**config.mk**
```make
export PLATFORM = sky130hd
export DESIGN_NAME = carrd_issue_ctrl
export DESIGN_NICKNAME = d
export VERILOG_FILES = /design/src/rtl/carrd_issue_ctrl.sv
export SDC_FILE = /design/constraint.sdc
export NUM_CORES = 1
export LEC_CHECK = 0
export ABC_AREA = 1
export BUFFER_PORTS_ARGS = -buffer_cell sky130_fd_sc_hd__buf_2
export CAP_MARGIN = 10
export CORE_MARGIN = 2
export CORE_UTILIZATION = 45
export CTS_CLUSTER_DIAMETER = 60
export DETAILED_ROUTE_END_ITERATION = 10
export PLACE_DENSITY = 0.65
export SETUP_SLACK_MARGIN = 0.15
export SLEW_MARGIN = 20
export SYNTH_ARGS = -nofsm -noshare
export SYNTH_HDL_FRONTEND = slang
export SYNTH_SLANG_ARGS = --single-unit
```
**constraint.sdc**
```tcl
create_clock -name clk -period 3.6 [get_ports clk]
set_clock_uncertainty 0.15 [all_clocks]
set_input_delay 0.36 -clock clk [delete_from_list [all_inputs] [get_ports clk]]
set_output_delay 0.36 -clock clk [all_outputs]
set_load 0.03 [all_outputs]
```
**src/rtl/carrd_issue_ctrl.sv**
```systemverilog
// Carrd vector issue sequencer: FIFO-buffers base-processor instructions, issues one at a time.
// Push->DECODE in 2 cycles; instr_ready drops only when the FIFO holds FIFO_DEPTH entries.
module carrd_issue_ctrl #(
  parameter int FIFO_DEPTH = 4,
  parameter int SLDU_LAT   = 1,
  parameter int TIMEOUT    = 255
) (
  input  logic        clk,
  input  logic        rst,
  input  logic [31:0] instr_in,
  input  logic        instr_valid,
  output logic        instr_ready,
  output logic [31:0] issue_instr,
  input  logic        dec_is_vconfig,
  input  logic [3:0]  dec_alu_op,
  input  logic        dec_is_mul,
  input  logic [3:0]  dec_lsu_op,
  input  logic [2:0]  dec_sldu_op,
  input  logic [2:0]  dec_red_op,
  input  logic [1:0]  dec_sel_dest,
  input  logic        done_vlanes,
  input  logic        done_vred,
  output logic        start_vlanes,
  output logic        start_vred,
  output logic        csr_wr_en,
  output logic        v_reg_wr_en,
  output logic        x_reg_wr_en,
  output logic        busy,
  output logic        illegal_instr,
  output logic        timeout_err,
  output logic [15:0] retired
);

  localparam int AW = $clog2(FIFO_DEPTH);
  localparam int CW = $clog2(FIFO_DEPTH + 1);
  localparam logic [7:0] SLDU_LAST = 8'(SLDU_LAT - 1);
  localparam logic [7:0] TO_LAST   = 8'(TIMEOUT - 1);

  typedef enum logic [1:0] {S_IDLE, S_DECODE, S_WAIT, S_WB} state_e;
  typedef enum logic [1:0] {C_LANES, C_RED, C_SLDU} cls_e;

  state_e        state_q, state_d;
  cls_e          cls_q, cls_d;
  logic [7:0]    cnt_q, cnt_d;
  logic [15:0]   retired_q, retired_d;
  logic          timeout_q, timeout_d;
  logic [31:0]   issue_q;
  logic [31:0]   mem_q [FIFO_DEPTH];
  logic [AW-1:0] rd_ptr_q, wr_ptr_q;
  logic [CW-1:0] count_q;
  logic          push, pop, unit_done;
  logic          unused_lsu;

  // LSU ops are deliberately unsupported; they fall through to the illegal class.
  assign unused_lsu = ^dec_lsu_op;

  assign instr_ready = (count_q < CW'(FIFO_DEPTH));
  assign push        = instr_valid && instr_ready;
  assign pop         = (state_q == S_IDLE) && (count_q != '0);
  assign issue_instr = issue_q;
  assign busy        = (state_q != S_IDLE) || (count_q != '0);
  assign timeout_err = timeout_q;
  assign retired     = retired_q;

  always_ff @(posedge clk) begin
    if (push) mem_q[wr_ptr_q] <= instr_in;
  end

  always_ff @(posedge clk) begin
    if (rst) begin
      rd_ptr_q  <= '0;
      wr_ptr_q  <= '0;
      count_q   <= '0;
      issue_q   <= '0;
      state_q   <= S_IDLE;
      cls_q     <= C_LANES;
      cnt_q     <= '0;
      retired_q <= '0;
      timeout_q <= 1'b0;
    end else begin
      if (push) wr_ptr_q <= wr_ptr_q + 1'b1;
      if (pop) begin
        rd_ptr_q <= rd_ptr_q + 1'b1;
        issue_q  <= mem_q[rd_ptr_q];
      end
      case ({push, pop})
        2'b10:   count_q <= count_q + 1'b1;
        2'b01:   count_q <= count_q - 1'b1;
        default: count_q <= count_q;
      endcase
      state_q   <= state_d;
      cls_q     <= cls_d;
      cnt_q     <= cnt_d;
      retired_q <= retired_d;
      timeout_q <= timeout_d;
    end
  end

  always_comb begin
    unit_done = 1'b0;
    case (cls_q)
      C_LANES: unit_done = done_vlanes;
      C_RED:   unit_done = done_vred;
      C_SLDU:  unit_done = (cnt_q == SLDU_LAST);
      default: unit_done = 1'b0;
    endcase
  end

  always_comb begin
    state_d       = state_q;
    cls_d         = cls_q;
    cnt_d         = cnt_q;
    retired_d     = retired_q;
    timeout_d     = timeout_q;
    start_vlanes  = 1'b0;
    start_vred    = 1'b0;
    csr_wr_en     = 1'b0;
    v_reg_wr_en   = 1'b0;
    x_reg_wr_en   = 1'b0;
    illegal_instr = 1'b0;
    case (state_q)
      S_IDLE: begin
        if (count_q != '0) state_d = S_DECODE;
      end
      S_DECODE: begin
        cnt_d = '0;
        if (dec_is_vconfig) begin
          csr_wr_en = 1'b1;
          retired_d = retired_q + 16'd1;
          state_d   = S_IDLE;
        end else if (dec_red_op != '0) begin
          start_vred = 1'b1;
          cls_d      = C_RED;
          state_d    = S_WAIT;
        end else if (dec_sldu_op != '0) begin
          cls_d   = C_SLDU;
          state_d = S_WAIT;
        end else if ((dec_alu_op != '0) || dec_is_mul) begin
          start_vlanes = 1'b1;
          cls_d        = C_LANES;
          state_d      = S_WAIT;
        end else begin
          illegal_instr = 1'b1;
          state_d       = S_IDLE;
        end
      end
      S_WAIT: begin
        cnt_d = cnt_q + 8'd1;
        // Completion takes priority over a coincident timeout.
        if (unit_done) begin
          state_d = S_WB;
        end else if (cnt_q == TO_LAST) begin
          timeout_d = 1'b1;
          state_d   = S_IDLE;
        end
      end
      S_WB: begin
        v_reg_wr_en = (dec_sel_dest == 2'd1);
        x_reg_wr_en = (dec_sel_dest == 2'd2);
        retired_d   = retired_q + 16'd1;
        state_d     = S_IDLE;
      end
      default: state_d = S_IDLE;
    endcase
  end

endmodule

```
=== Yosys cells after proc, flatten, opt, wreduce, memory -nomap -nowiden ===
Memory sizes are Yosys's and may differ from the RTL's. A register that Yosys moved wholly into a read port is not among the register bits.
Index checks and enable logic that the tools add are counted.

* Memory bits (writable): 128
* Register bits after elaboration: 36
* Logic and storage cells: 86
* Memories kept: 1
* Bits in read-only memories: 0
* Latch bits: 0
* Input port bits: 55

* Order comparisons: 1
* Multiply operators: 0
* Reduce and logical (&&, ||, !) cells: 20
* Equal/unequal tests: 13
* Add/sub/neg operators: 6
* Shift-type cells: 0
* Bitwise logic cells: 2
* Muxes and demuxes: 35
* Divide/modulo/power cells: 0

{| class="wikitable"
|+ Memory list
! memory !! depth !! width !! read ports !! clocked after memory_dff !! wr ports !! line !! RTL
|-
| mem_q || 4 || 32 || 1 || 1 || 1 || 48 || <nowiki>logic [31:0] mem_q [FIFO_DEPTH];</nowiki>
|}

{| class="wikitable"
|+ Operators with widths
! kind !! count
|-
| one-hot mux 16 bit (2 select lines) || 1
|-
| two-way mux 2 bit || 10
|-
| two-way mux 1 bit || 19
|-
| adder 16 x 1 -> 16 bit, second input constant || 1
|-
| two-way mux 16 bit || 1
|-
| one-hot mux 8 bit (2 select lines) || 1
|-
| nonzero test 3 bit || 4
|-
| == test 2 bit, second input constant || 5
|-
| adder 8 x 1 -> 8 bit, second input constant || 1
|-
| == test 2 x 1 -> 1 bit, second input constant || 4
|-
| == test 8 bit, second input constant || 1
|-
| logical NOT 8 bit || 1
|-
| one-hot mux 2 bit (4 select lines) || 1
|-
| nonzero test 2 bit || 4
|-
| one-hot mux 3 bit (2 select lines) || 1
|-
| AND reduction 3 bit || 2
|-
| adder 2 x 1 -> 2 bit, second input constant || 2
|-
| logical NOT 2 bit || 2
|-
| AND reduction 2 bit || 2
|-
| nonzero test 4 bit || 1
|-
| adder 3 x 1 -> 3 bit, second input constant || 1
|-
| < comparator 3 bit, second input constant || 1
|-
| inequality test 3 bit, second input constant || 1
|-
| one-hot mux 1 bit (3 select lines) || 1
|-
| 6 further kinds || 9
|}

=== Longest topological paths before layout ===
* Depth after elaboration: 7
* Gate-level depth with buffers: 12

=== Worst setup path after synthesis ===
OpenSTA, ideal clock, no wires.

* Path kind: flip-flop to flip-flop
* From: register count_q[2]
* To: memory mem_q[0][0], enable pin
* Data arrival time: 2.065 ns
* Stages on the path, launching flop included: 4
* Buffers on the path: 0
* Clock period less this slack: 2.637 ns
* Path slack: 0.963 ns
* Data required time: 3.029 ns
* Library setup time: 0.421 ns
* Path through: dfxtp_1 -> inv_2 -> nand2_1 -> nor2_1

* Word-level cells in the longest chain between the ends: 4

{| class="wikitable"
|+ Ends and longest elaborated chain
! item !! line !! RTL
|-
| start, declared || 50 || <nowiki>logic [CW-1:0] count_q;</nowiki>
|-
| start signal, assigned || 87 || <nowiki>2'b10: count_q <= count_q + 1'b1;</nowiki>
|-
| start signal, assigned || 88 || <nowiki>2'b01: count_q <= count_q - 1'b1;</nowiki>
|-
| start signal, assigned || 89 || <nowiki>default: count_q <= count_q;</nowiki>
|-
| < comparator 3 bit || 57 || <nowiki>assign instr_ready = (count_q < CW'(FIFO_DEPTH));</nowiki>
|-
| named net instr_ready || 12 || <nowiki>output logic instr_ready,</nowiki>
|-
| logical AND 1 bit || 58 || <nowiki>assign push = instr_valid && instr_ready;</nowiki>
|-
| two-way mux 1 bit || 66 || <nowiki>if (push) mem_q[wr_ptr_q] <= instr_in;</nowiki>
|-
| two-way mux 1 bit (not written as such) || 66 ||
|-
| end, declared || 48 ||
|}

The timed path passes the listed nets, and every way through them passes these cells.

=== Worst setup path in the final report ===
* From: register state_q[1]
* To: output start_vlanes

* Word-level cells in the longest chain between the ends: 2

{| class="wikitable"
|+ Ends and longest elaborated chain
! item !! line !! RTL
|-
| start, declared || 42 || <nowiki>state_e state_q, state_d;</nowiki>
|-
| start signal, assigned || 91 || <nowiki>state_q <= state_d;</nowiki>
|-
| == test 2 x 1 -> 1 bit || 121 || <nowiki>case (state_q)</nowiki>
|-
| two-way mux 1 bit || 121 ||
|-
| end, declared || 23 || <nowiki>output logic start_vlanes,</nowiki>
|}

Every way passes these cells.

==> reports/summary.md <==
### Run status
* outcome: finished clean

### Cells and area
* number of antenna diodes: 0
* top library cells by usage in the layout, fill and taps aside: nor2_1 (168), edfxtp_1 (128), buf_2 (107), o21ai_0 (94), dfxtp_1 (66)
* most common cell after layout, fill and taps aside: nor2_1
* layout net count: 931
* Layout area overhead: 20.99%
* final cell count without fillers: 1099
* fraction of layout cells with a size suffix above 1: 20.82%
* filler instances: 1475

### Synthesis
* distinct cell type count of the synthesized netlist: 38
* Avg Cell Area, Syn: 10.71 µm²
* main flop type after synthesis: edfxtp_1
* synthesized netlist cell count: 730
* adder-cell share of the synthesized area: 2.497%
* syn_nets: 800
* number of warnings printed during yosys synthesis: 0
* sequential element share of the synthesized area: 66.59%
* post-synthesis simple-gate area fraction: 13.75%
* Synth Area in Compound Gates: 12.63%
* fraction of synthesized cell area in xor and xnor cells: 0%
* fraction of synthesized area in multiplexers: 0%
* share of async-settable or async-resettable flops after synthesis: 0%
* cell area after synthesis: 0.007816 mm²
* number of enable flip-flop cells after synthesis: 128
* Yosys reg bits: 196
* combinational family with the most area after synthesis: simple AND/OR/NAND/NOR gates

### STA
* setup repair after global routing missed its margin: no
* Final period util: 62.39%
* count of final hold-check violations: 0
* sum of negative setup slack: 0 ns
* final count of negative-setup-slack endpoints: 0
* worst hold margin: 0.02602 ns
* post-route minimum period: 2.246 ns
* maximum achievable frequency: 0.4453 GHz
* actual transition at the worst max-transition pin: 0.9946 ns
* final count of pins violating max slew: 0
* Max transition margin: 33.60%
* Final WS setup: 1.354 ns

### Floorplan
* standard-cell row count: 48
* Starting Density: 45.67%
* Die Span Y: 135.8 µm
* horizontal die dimension: 135.8 µm
* Top-Level Pins: 112
* DIE AREA: 0.01844 mm²
* Std-Cell Core Area: 0.01712 mm²

### Global route
* global-route total usage across every layer: 17.58%
* GR Layer Usage met3: 4.714%
* antenna violations before repair: 0
* via count of the first global-routing pass: 4970
* pin count of the biggest net entering global routing: 68
* Most Used Layer, Global Route: met2
* Congestion Overflow GR: 0
* met2 GRT Util: 29.15%
* met1 Use GR: 22.80%
* wire length of the first global-routing pass: 24.76 mm

### Pwr
* static leakage: 3.603 nW
* Final Power: 6.981 mW
* Internal Pwr Total: 4.366 mW
* PD cells: 738.3 mW/mm²
* switching fraction of total power: 37.46%
* share of power burned in the clock network: 25.9%
* Seq pwr share: 43.0%
* VDD IR-drop max: 0.5438 mV
* combinational group share of total power: 31.2%
* sw power: 2.615 mW

### Setup path
* data arrival time of the critical path: 1.74 ns
* start of the worst register-to-register path: state_q[0]
* crit path from: state_q[1]
* cell-by-cell trace of the critical path: inv_1, ha_1, nand2_2, nor4_1, buf_2
* critical path data required time: 3.09 ns
* Slowest cell on crit path: dfxtp_1
* largest fanout on the critical path: 5
* length in cells of the worst reg-to-reg path: 11
* endpoint of the most critical setup path: start_vlanes
* terminus of the critical flop-to-flop path: count_q[2]
* critical path endpoint category: output port
* reg-to-reg setup timing slack: 1.42 ns
* maximum single-stage delay on the critical path: 0.33 ns
* CP Class: reg -> out
* Critical Path Start Type: register

### Drt
* vias after detailed routing: 5427
* DRC violations left: 0
* routed wire length: 15.56 mm
* Avg WL per Cell: 14.15 µm
* detailed router's first-iteration violation count: 226
* drt via density: 4.938
* number of detailed-route iterations in the first pass: 5
* residual antenna-violating net count after detailed routing: 0

### Clocking
* # Post-CTS Setup Buffers: 0
* CTS H-tree lvls: 4
* number of buffers created by CTS: 17
* Max Buffers Root-to-Sink: 2
* clock tree from TritonCTS: yes
* clock latency at the later pin of the worst-skew pair: 0.42 ns
* clk root buf: clkbuf_16
* # clock sinks: 196
* clock edge transition at the registers on the reported setup and hold paths: 0.07 ns

### Placed design
* gpl congestion: 0.7523
* number of placed instances, taps included: 1037
* post-detailed-placement half-perimeter wirelength: 8.882 mm
* number of buffers added on ports: 107
* worst setup slack before clock tree synthesis: 1.337 ns

### Run
* max-cap viol count: 0

### Worst hold path
* kind of path behind the tightest hold check: in -> reg

[sequential cells by signal, indices dropped and copies added, names as in the netlist]
name / count
cls_q: 2
cnt_q: 8
count_q: 3
issue_instr: 32
mem_q: 128
rd_ptr_q: 2
retired: 16
state_q: 2
timeout_err: 1
wr_ptr_q: 2
[stage by stage]
step           cell area [µm²]  utilization, %
4_1_cts                   9447           55.19
3_3_place_gp              8577           50.11
6_report                  9457           55.25
5_1_grt                   9457           55.25
3_5_place_dp              8577           50.11
2_1_floorplan             7816               -
[layout make-up]
class                           instances  area, µm²  share of cell area (%)
Sequential cell                       196       5207                   55.07
Multi-Input combinational cell        448       2287                   24.19
Timing Repair Buffer                  146      903.4                   9.553
Clock buffer                           18      439.2                   4.644
Tap cell                              225      281.5                   2.977
Inverter                               52      197.7                   2.091
Clock inverter                         14      140.1                   1.482
[worst max-delay path, delay by kind of cell (launching register included)]
family / cells / cell delay (ns)
adder cells (fa/ha/maj): 1 / 0.24
buffers and inverters: 2 / 0.37
flip-flops: 1 / 0.33
AND/OR/NAND/NOR: 2 / 0.37
[routing by layer]
layer | routed length, µm | vias to the layer above
met3 | 954 | 11
met1 | 7075 | 2482
met5 | 0 | -
met4 | 138 | 0
li1 | - | 2789
met2 | 7387 | 145
[power groups by stage]
stage	clock network (mW)	registers, mW	logic [mW]
global route	1.94	3.04	2.45
global placement	0	3.04	2.15
CTS	1.85	3.00	2.21
detailed placement	0	3.05	2.18
finish	1.81	3.00	2.18
floorplan	0	3.41	1.22
[synthesized netlist by cell type (2+ instances only)]
cell,instances,area share (%)
a21oi_1,30,1.9
o21ai_0,94,6.0
edfxtp_1,128,49
nand3_2,2,0.26
nand3_1,6,0.38
nand2_2,2,0.16
nor3_2,5,0.64
o21ai_1,21,1.3
nand2_1,44,2.1
nor3_1,7,0.45
nand4_1,2,0.16
buf_1,2,0.096
clkbuf_1,17,0.82
buf_2,10,0.64
inv_2,11,0.53
nor2_1,172,8.3
ha_1,14,2.2
buf_4,4,0.38
a31oi_1,32,2.6
nor4_1,2,0.16
dfxtp_1,68,17
inv_1,40,1.9
nor2_4,2,0.29
[cells by family (layout without fill, tap and decap cells)]
kind of cell | after synthesis | in the layout
buffers and inverters | 86 | 230
AND/OR/NAND/NOR | 250 | 250
flip-flops | 196 | 196
adder cells (fa/ha/maj) | 15 | 15
AO/OA/AOI/OAI | 183 | 183
[timing repair]
action                                 CTS  global route
gates resized for setup                  0             0
endpoints found under the hold margin  113             4
hold buffers                            29             1
[how the worst min path moves through the flow]
stage,startpoint,end,slack [ns],cells past startpoint
3_3_place_gp,timeout_err,timeout_err,0.30,2
6_report,instr_in[17],mem_q[0][17],0.03,1
5_1_grt,instr_in[17],mem_q[3][17],0.004,1
2_1_floorplan,count_q[0],count_q[0],0.29,1
4_1_cts,instr_in[21],mem_q[1][21],0.0001,1
3_5_place_dp,timeout_err,timeout_err,0.30,2
Power figures use the tool's default switching activity.
